===== config.mk =====
export PLATFORM = sky130hd
export DESIGN_NAME = lru_slot_alloc
export DESIGN_NICKNAME = d
export VERILOG_FILES = /design/src/rtl/lru_alloc_pkg.sv /design/src/rtl/VX_priority_encoder.sv /design/src/rtl/lru_slot_alloc.sv
export SDC_FILE = /design/constraint.sdc
export NUM_CORES = 1
export LEC_CHECK = 0
export ABC_AREA = 1
export BUFFER_PORTS_ARGS = -buffer_cell sky130_fd_sc_hd__buf_2
export CORE_MARGIN = 8
export CORE_UTILIZATION = 50
export DETAILED_ROUTE_END_ITERATION = 8
export HOLD_SLACK_MARGIN = 0.03
export PLACE_DENSITY_LB_ADDON = 0.08
export SKIP_LAST_GASP = 1
export SYNTH_ARGS = -nofsm -noshare
export SYNTH_HDL_FRONTEND = slang
export SYNTH_HIERARCHICAL = 1
export SYNTH_SLANG_ARGS = --single-unit

===== constraint.sdc =====
create_clock -name clk -period 2.7 [get_ports clk]
set_clock_uncertainty 0.15 [all_clocks]
set_input_delay 0.27 -clock clk [delete_from_list [all_inputs] [get_ports clk]]
set_output_delay 0.27 -clock clk [all_outputs]
set_load 0.05 [all_outputs]

===== src/rtl/lru_alloc_pkg.sv =====
// Shared types and sizing helpers for the LRU slot allocator.
package lru_alloc_pkg;

  typedef enum logic [1:0] {
    StIdle,
    StEvict,
    StGrant
  } alloc_state_e;

  localparam int unsigned DEFAULT_SLOTS = 4;
  localparam int unsigned DEFAULT_SLOTW = $clog2(DEFAULT_SLOTS);

  function automatic int unsigned slot_w(input int unsigned n);
    return (n > 1) ? $clog2(n) : 1;
  endfunction

endpackage


===== src/rtl/VX_priority_encoder.sv =====
// Lowest-index set-bit encoder; valid_out flags any bit set.
module VX_priority_encoder #(
  parameter int unsigned N  = 4,
  parameter int unsigned LN = (N > 1) ? $clog2(N) : 1
) (
  input  logic [N-1:0]  data_in,
  output logic [LN-1:0] index,
  output logic          valid_out
);

  always_comb begin
    index = '0;
    for (int i = N - 1; i >= 0; i--) begin
      if (data_in[i]) index = LN'(i);
    end
  end

  assign valid_out = |data_in;

endmodule


===== src/rtl/lru_slot_alloc.sv =====
// Slot allocator with LRU ordering; forces a victim writeback handshake before
// granting when the pool is full.
module lru_slot_alloc
  import lru_alloc_pkg::*;
#(
  parameter int unsigned NUM_SLOTS = DEFAULT_SLOTS,
  parameter int unsigned SLOTW     = slot_w(NUM_SLOTS),
  parameter int unsigned CNTW      = $clog2(NUM_SLOTS + 1)
) (
  input  logic             clk,
  input  logic             reset,
  input  logic             alloc_valid,
  output logic             alloc_ready,
  output logic [SLOTW-1:0] alloc_slot,
  input  logic             touch_valid,
  input  logic [SLOTW-1:0] touch_slot,
  input  logic             release_valid,
  input  logic [SLOTW-1:0] release_slot,
  output logic             evict_valid,
  output logic [SLOTW-1:0] evict_slot,
  input  logic             evict_ready,
  output logic [CNTW-1:0]  used_count,
  output logic             full
);

  localparam logic [CNTW-1:0] FullCnt = CNTW'(NUM_SLOTS);

  alloc_state_e         r_state, w_state_d;
  logic [NUM_SLOTS-1:0] r_used, w_used_d;
  logic [SLOTW-1:0]     r_ptr   [NUM_SLOTS];
  logic [SLOTW-1:0]     w_ptr_d [NUM_SLOTS];
  logic [CNTW-1:0]      r_count, w_count_d;
  logic                 r_full;
  logic [SLOTW-1:0]     r_victim, w_victim_d;

  logic [SLOTW-1:0]     w_free_idx;
  logic                 w_free_any;
  logic                 w_fire, w_remove, w_append;
  logic [SLOTW-1:0]     w_op_slot, w_pos;

  VX_priority_encoder #(
    .N  (NUM_SLOTS),
    .LN (SLOTW)
  ) u_free_enc (
    .data_in   (~r_used),
    .index     (w_free_idx),
    .valid_out (w_free_any)
  );

  always_comb begin
    alloc_ready = 1'b0;
    alloc_slot  = (r_state == StGrant) ? r_victim : w_free_idx;
    if (!release_valid && !touch_valid) begin
      if (r_state == StIdle)  alloc_ready = w_free_any;
      if (r_state == StGrant) alloc_ready = 1'b1;
    end
  end

  assign w_fire      = alloc_valid & alloc_ready;
  assign evict_valid = (r_state == StEvict);
  assign evict_slot  = r_victim;
  assign used_count  = r_count;
  assign full        = r_full;

  // Every list update is "remove if present, then optionally append at MRU".
  always_comb begin
    w_op_slot = alloc_slot;
    w_remove  = 1'b0;
    w_append  = 1'b0;
    if (release_valid) begin
      w_op_slot = release_slot;
      w_remove  = r_used[release_slot];
    end else if (touch_valid) begin
      w_op_slot = touch_slot;
      w_remove  = r_used[touch_slot];
      w_append  = r_used[touch_slot];
    end else if (w_fire) begin
      w_remove  = r_used[alloc_slot];
      w_append  = 1'b1;
    end
  end

  always_comb begin
    w_pos = '0;
    for (int i = 0; i < NUM_SLOTS; i++) begin
      if (CNTW'(i) < r_count && r_ptr[i] == w_op_slot) w_pos = SLOTW'(i);
    end
  end

  always_comb begin
    w_ptr_d   = r_ptr;
    w_count_d = r_count;
    if (w_remove) begin
      for (int i = 0; i < NUM_SLOTS - 1; i++) begin
        if (SLOTW'(i) >= w_pos) w_ptr_d[i] = r_ptr[i+1];
      end
      w_count_d = w_count_d - CNTW'(1);
    end
    if (w_append) begin
      for (int i = 0; i < NUM_SLOTS; i++) begin
        if (CNTW'(i) == w_count_d) w_ptr_d[i] = w_op_slot;
      end
      w_count_d = w_count_d + CNTW'(1);
    end
  end

  always_comb begin
    w_used_d = r_used;
    if (release_valid)  w_used_d[release_slot] = 1'b0;
    else if (w_fire)    w_used_d[alloc_slot]   = 1'b1;
  end

  always_comb begin
    w_state_d  = r_state;
    w_victim_d = r_victim;
    unique case (r_state)
      StIdle: begin
        if (alloc_valid && !release_valid && !touch_valid && r_full) begin
          w_victim_d = r_ptr[0];
          w_state_d  = StEvict;
        end
      end
      StEvict: if (evict_ready) w_state_d = StGrant;
      StGrant: if (w_fire) w_state_d = StIdle;
      default: w_state_d = StIdle;
    endcase
  end

  always_ff @(posedge clk) begin
    if (reset) begin
      r_state  <= StIdle;
      r_used   <= '0;
      r_ptr    <= '{default: '0};
      r_count  <= '0;
      r_full   <= 1'b0;
      r_victim <= '0;
    end else begin
      r_state  <= w_state_d;
      r_used   <= w_used_d;
      r_ptr    <= w_ptr_d;
      r_count  <= w_count_d;
      r_full   <= (w_count_d == FullCnt);
      r_victim <= w_victim_d;
    end
  end

  always_ff @(posedge clk) begin
    if (!reset) begin
      assert (!(w_remove && r_count == '0)) else $error("lru_slot_alloc: count underflow");
      assert (!(w_append && !w_remove && r_count == FullCnt))
        else $error("lru_slot_alloc: count overflow");
    end
  end

endmodule


# Yosys cells after proc, flatten, opt, wreduce, memory -nomap -nowiden
# Cells that the tools add are included.
[totals]
regBits = 20
latchBits = 0
ram_bits = 0
rom_bits = 0
input_bits = 10
output_inout_bits = 10
elab_cells = 103
mem_count = 0
[op_classes]
n_addsub = 2
n_mul = 0
div = 0
n_lt_le_gt_ge = 11
eq_ne = 12
shifts = 0
mux = 46
bitwise_logic = 5
reduce_logical = 18
[op_table]
columns = ["operator", "n"]
rows = [
  ["2-bit 2-to-1 mux", 19],
  ["1-bit 2-to-1 mux", 15],
  ["1-bit logical AND", 9],
  ["2-bit by 3-bit less-than comparator with 1-bit output, second input constant", 3],
  ["4-bit 2-to-1 mux", 2],
  ["8-bit 2-to-1 mux", 1],
  ["4-bit NOT", 2],
  ["1-bit binary-select mux with 2-bit select", 3],
  ["2-bit == test", 3],
  ["2-bit by 3-bit == test with 1-bit output, first input constant", 2],
  ["2-bit by 3-bit less-than comparator with 1-bit output, first input constant", 2],
  ["3-bit 2-to-1 mux", 2],
  ["6-bit 2-to-1 mux", 1],
  ["2-bit one-hot mux with 3 select lines", 1],
  ["4-bit bitwise AND", 1],
  ["1-bit demux with 2-bit select", 2],
  ["1-bit by 2-bit >= comparator with 1-bit output, first input constant", 2],
  ["2-bit by 1-bit >= comparator with 1-bit output, second input constant", 2],
  ["2-bit by 1-bit != test with 1-bit output, second input constant", 2],
  ["4-bit OR", 1],
  ["2-bit AND reduction", 2],
  ["4-bit OR reduction", 1],
  ["3-bit by 1-bit adder with 3-bit output, second input constant", 1],
  ["1-bit by 3-bit == test with 1-bit output, first input constant", 1],
  ["other kinds (13)", 14],
]

# Depth between registers and ports, before layout
[depth]
ltp_word = 18
ltp_mapped = 20
mapped_depth_nobuf = 20

# Cells and area by module
# The synthesis kept the hierarchy.
[modules_own_cells]
columns = ["module", "instances", "cells_per_inst", "area_each_um2"]
rows = [
  ["lru_slot_alloc", 1, 232, 1490.2],
  ["VX_priority_encoder", 1, 9, 46.3],
]

# Worst setup path after synthesis
# OpenSTA, ideal clock, no wires.
[synth_path]
path_type = "register to register"
from = "reg r_victim[0], in the netlist evict_slot[0]"
to = "reg r_full, in the netlist full"
setup_time_ns = 0.064
arrival_time_ns = 2.390
t_required_ns = 2.486
setup_slack_ns = 0.096
stages_incl_launch_ff = 17
period_less_slack_ns = 2.604
cell_sequence = "dfxtp_1 nand3_1 nand2_2 nand2_2 nand2_1 nand2_1 nand3_2 nand2_4 nand2_4 nand2_2 nand2_4 inv_2 nor2_1 ha_1 o21ai_0 nand2_1 nor2_1"
[synth_between]
elab_chain_len = 10
[synth_lines]
columns = ["element", "line", "source"]
rows = [
  ["start, declared", "lru_slot_alloc.sv:34", "logic [SLOTW-1:0] r_victim, w_victim_d;"],
  ["start signal, assigned", "lru_slot_alloc.sv:143", "r_victim <= w_victim_d;"],
  ["2-bit 2-to-1 mux (*)", "lru_slot_alloc.sv:52", "alloc_slot = (r_state == StGrant) ? r_victim : w_free_idx;"],
  ["net alloc_slot[0]", "lru_slot_alloc.sv:14", "output logic [SLOTW-1:0] alloc_slot,"],
  ["1-bit binary-select mux with 2-bit select (*)", "lru_slot_alloc.sv:78", "w_remove = r_used[alloc_slot];"],
  ["1-bit 2-to-1 mux (not written as such) (*)", "lru_slot_alloc.sv:78", ""],
  ["1-bit 2-to-1 mux (*)", "lru_slot_alloc.sv:77", "end else if (w_fire) begin"],
  ["1-bit 2-to-1 mux (*)", "lru_slot_alloc.sv:73", "end else if (touch_valid) begin"],
  ["1-bit 2-to-1 mux (*)", "lru_slot_alloc.sv:70", "if (release_valid) begin"],
  ["3-bit 2-to-1 mux (*)", "lru_slot_alloc.sv:93", "if (w_remove) begin"],
  ["3-bit by 1-bit adder with 3-bit output", "lru_slot_alloc.sv:103", "w_count_d = w_count_d + CNTW'(1);"],
  ["3-bit 2-to-1 mux (*)", "lru_slot_alloc.sv:99", "if (w_append) begin"],
  ["3-bit == test (*)", "lru_slot_alloc.sv:142", "r_full <= (w_count_d == FullCnt);"],
  ["end signal, assigned", "lru_slot_alloc.sv:142", ""],
  ["end, declared", "lru_slot_alloc.sv:33", "logic r_full;"],
]
# Mark *: on every way through the listed nets, which the timed path passes. The rest lies on a longest branch. The select of a mux whose other input is x is not followed.
# A chain may end at the register's enable or synchronous reset.

# Worst setup path in the final report
[layout_path]
from = "reg r_used[2]"
to = "reg r_full, in the netlist full"
[layout_between]
elab_chain_len = 14
[layout_lines]
columns = ["element", "line", "source"]
rows = [
  ["start, declared", "lru_slot_alloc.sv:29", "logic [NUM_SLOTS-1:0] r_used, w_used_d;"],
  ["start signal, assigned", "lru_slot_alloc.sv:139", "r_used <= w_used_d;"],
  ["4-bit NOT (*)", "lru_slot_alloc.sv:45", ".data_in (~r_used),"],
  ["2-bit 2-to-1 mux (*) (3 in a row)", "VX_priority_encoder.sv:14", "if (data_in[i]) index = LN'(i);"],
  ["net w_free_idx[0]", "lru_slot_alloc.sv:36", "logic [SLOTW-1:0] w_free_idx;"],
  ["2-bit 2-to-1 mux (*)", "lru_slot_alloc.sv:52", ""],
  ["1-bit binary-select mux with 2-bit select (*)", "lru_slot_alloc.sv:78", ""],
  ["1-bit 2-to-1 mux (not written as such) (*)", "lru_slot_alloc.sv:78", ""],
  ["1-bit 2-to-1 mux (*)", "lru_slot_alloc.sv:77", ""],
  ["1-bit 2-to-1 mux (*)", "lru_slot_alloc.sv:73", ""],
  ["1-bit 2-to-1 mux (*)", "lru_slot_alloc.sv:70", ""],
  ["3-bit 2-to-1 mux (*)", "lru_slot_alloc.sv:93", ""],
  ["3-bit by 1-bit adder with 3-bit output", "lru_slot_alloc.sv:103", ""],
  ["3-bit 2-to-1 mux (*)", "lru_slot_alloc.sv:99", ""],
  ["3-bit == test (*)", "lru_slot_alloc.sv:142", ""],
]
# Marks and branches as above.

==> qor.yml <==
drtAntennaViolNets: 0
hpwl_um: 2956
gr-total-overflow: 0
slew_headroom: 0.7649
wl_um: 3715
yosysWarningCount: 6
internal_power_uw: 451.6
path_max_fanout: 6
peakVddDrop_v: 0.0002777
cts_tree: "done"
period_share: 0.9004
grt_pass1_wl_um: 6499
syn_to_final_growth_pct: 9.365
synth-seq-cells: 20
fin_nets: 276
clock-sinks: 20
gp_congestion: 0.8537
p_leak_nw: 0.8269
synthTopCellsByArea: "dfxtp_1 26%, nand2_1 12%, nand3_1 9.4%, inv_1 8.8%, nor2_1 5.9%"
path_cells: "inv_1 > inv_2 > nand2_1 > a21oi_2 > nand2_4 > nand2_2 > nand2_2 > nand2_1 > nand2_1 > nand3_2 > nand2_4 > nand2_4 > nand2_2 > nand2_4 > inv_2 > nor2_1 > ha_1 > o21ai_1 > nand2_1 > nor2_1"
hold_class: "in2reg"
yosysTopAreaCellShare: 0.2606
fmax_mhz: 411.3
power_density_nw_per_um2: 459.1
synth_cells: 241
synth_area_um2: 1536
grt_pass1_vias: 1440
dp_slack_ns: 0.2761
pwr-share-comb: 0.373
ys_async_sr_fraction: 0
clk_pin_slew_ns: 0.12
wl_per_cell_um: 12.64
status: "completed"
synth.avg_cell_area_um2: 6.375
crit_path_start_kind: "flop"
worst_slew_pin_slew_ns: 0.3489
ioPinCount: 20
start_util: 0.5160
worstPathRequired_ns: 2.81
switchingPower_uw: 319.8
p_sw_frac: 0.4146
cap_violations: 0
insertion_delay_ns: 0.31
synth_edf_count: 0
worstSetupPathType: "reg2reg"
htree_num_levels: 1
tns_ns: 0
cts_hold_buf: 0
initialDrtViolationCount: 94
avgViaCountPerCell: 4.997
synth.distinct_cells: 25
die_h_um: 71.44
clockBufferDepth: 2
slowest_stage: "dfxtp_1"
period_needed_ns: 2.431
end_kind: "flop"
cpPeakStageDelay_ns: 0.35
insertedDiodeCount: 0
grt_usage: 0.1562
first_pass_iters: 4
cp.arrival_ns: 2.54
clkPwrFrac: 0.200
vias: 1469
postCtsSetupBuffers: 0
ys.flop_type: "dfxtp_1"
root_buffer: "clkbuf_4"
syn-num-nets: 254
hold_start: "evict_ready"
hold_violations: 0
synth_top_cell_by_area: "dfxtp_1"
cts_resized: 0
drc: 0
cts_made_buffers: 3
die-area_um2: 5103
drv_slew: 0
grt_max_degree: 12
rr_startpoint: "r_used[2]$_SDFFE_PP0P_"
setup_slack_ns: 0.2689
setup_viol: 0
coreArea_um2: 2978
rows: 20
cp-startpoint: "r_used[2]$_SDFFE_PP0P_"
port_buffers: 19
post_route_cells_drive_above_1_share: 0.2146
rsz0062_at_grt: "no"
power_frac_seq: 0.427
die_w_um: 71.44
synth_seq_area_share: 0.2606
antenna_found_initial: 0
-- critical path: cells and delay by family (launching register included) --
| family | cells | cell delay (ns) |
|---|---|---|
| AND/OR/NAND/NOR | 14 | 1.10 |
| flip-flops | 1 | 0.35 |
| AO/OA/AOI/OAI | 2 | 0.32 |
| adder cells (fa/ha/maj) | 1 | 0.23 |
| buffers and inverters | 3 | 0.22 |
-- per-layer routing --
| metal | vias to the layer above | share of wire | global-route usage |
|---|---|---|---|
| li1 | 802 | - | - |
| met1 | 633 | 0.52 | 0.2167 |
| met2 | 29 | 0.42 | 0.2367 |
| met3 | 5 | 0.046 | 0.03068 |
| met4 | 0 | 0.011 | 0.04157 |
| met5 | - | 0 | 0 |
-- power groups by stage --
stage / clock network, mW / registers, mW / logic, mW
5_1_grt: 0.167 / 0.332 / 0.324
4_1_cts: 0.153 / 0.330 / 0.286
6_report: 0.154 / 0.329 / 0.288
2_1_floorplan: 0 / 0.364 / 0.193
3_3_place_gp: 0 / 0.337 / 0.281
3_5_place_dp: 0 / 0.336 / 0.285
-- through the flow --
stage	cell area, µm²	util	instances	hold WS (ns)	total power [mW]
floorplan	1536	-	241	0.2586	0.5571
global placement	1658	0.5567	291	0.3038	0.6181
detailed placement	1658	0.5567	291	0.3058	0.6209
CTS	1680	0.5643	294	0.05353	0.7684
global route	1680	0.5643	294	0.05871	0.8226
finish	1680	0.5643	294	0.04516	0.7714
-- path summary, 6_finish.rpt --
check / to / slack [ns] / cells after the start
max: full$_SDFF_PP0_ / 0.27 / 20
min: r_state[1]$_SDFFE_PP0P_ / 0.05 / 3
max reg2reg: full$_SDFF_PP0_ / 0.27 / 20
min reg2reg: r_used[2]$_SDFFE_PP0P_ / 0.33 / 2
-- flip-flops by register name, summed over array words and instances (netlist names) --
| name | cells |
|---|---|
| evict_slot | 2 |
| r_ptr | 8 |
| used_count | 3 |
| r_used | 4 |
| full | 1 |
| r_state | 2 |
-- cells in the mapped netlist, drive strengths merged, types with 2 or more instances --
master	count
nand3	31
xor2	6
a21oi	16
nand2	66
inv	41
nand4	3
o21ai	19
dfxtp	20
ha	3
clkbuf	2
nor2	30
o211ai	2
-- cells by family after synthesis --
family          Yosys count  synth area share
compound gates           37            0.1401
xor+xnor                  6           0.03420
fa+ha+maj                 3           0.02443
buf+inv                  44            0.1148
flops                    20            0.2606
simple gates            131            0.4259
-- cell usage in the layout (no fill, tap or decap), drive strengths merged, types with 2 or more instances in the layout --
master / netlist / layout
ha: 3 / 3
clkbuf: 2 / 3
o21ai: 19 / 19
o211ai: 2 / 2
xor2: 6 / 6
nand3: 31 / 31
a21oi: 16 / 16
inv: 41 / 41
buf: 1 / 20
dfxtp: 20 / 20
nand2: 66 / 66
nand4: 3 / 3
nor2: 30 / 30
-- final cells by class --
class,count,area (µm²)
flip-flops and latches,20,400.4
fillers,319,1297
well taps,33,41.29
inverters,41,153.9
repair buffers,20,102.6
clock buffers,3,22.52
multi-input cells,177,959.7
No activity file was read; power rests on OpenSTA's default activity.
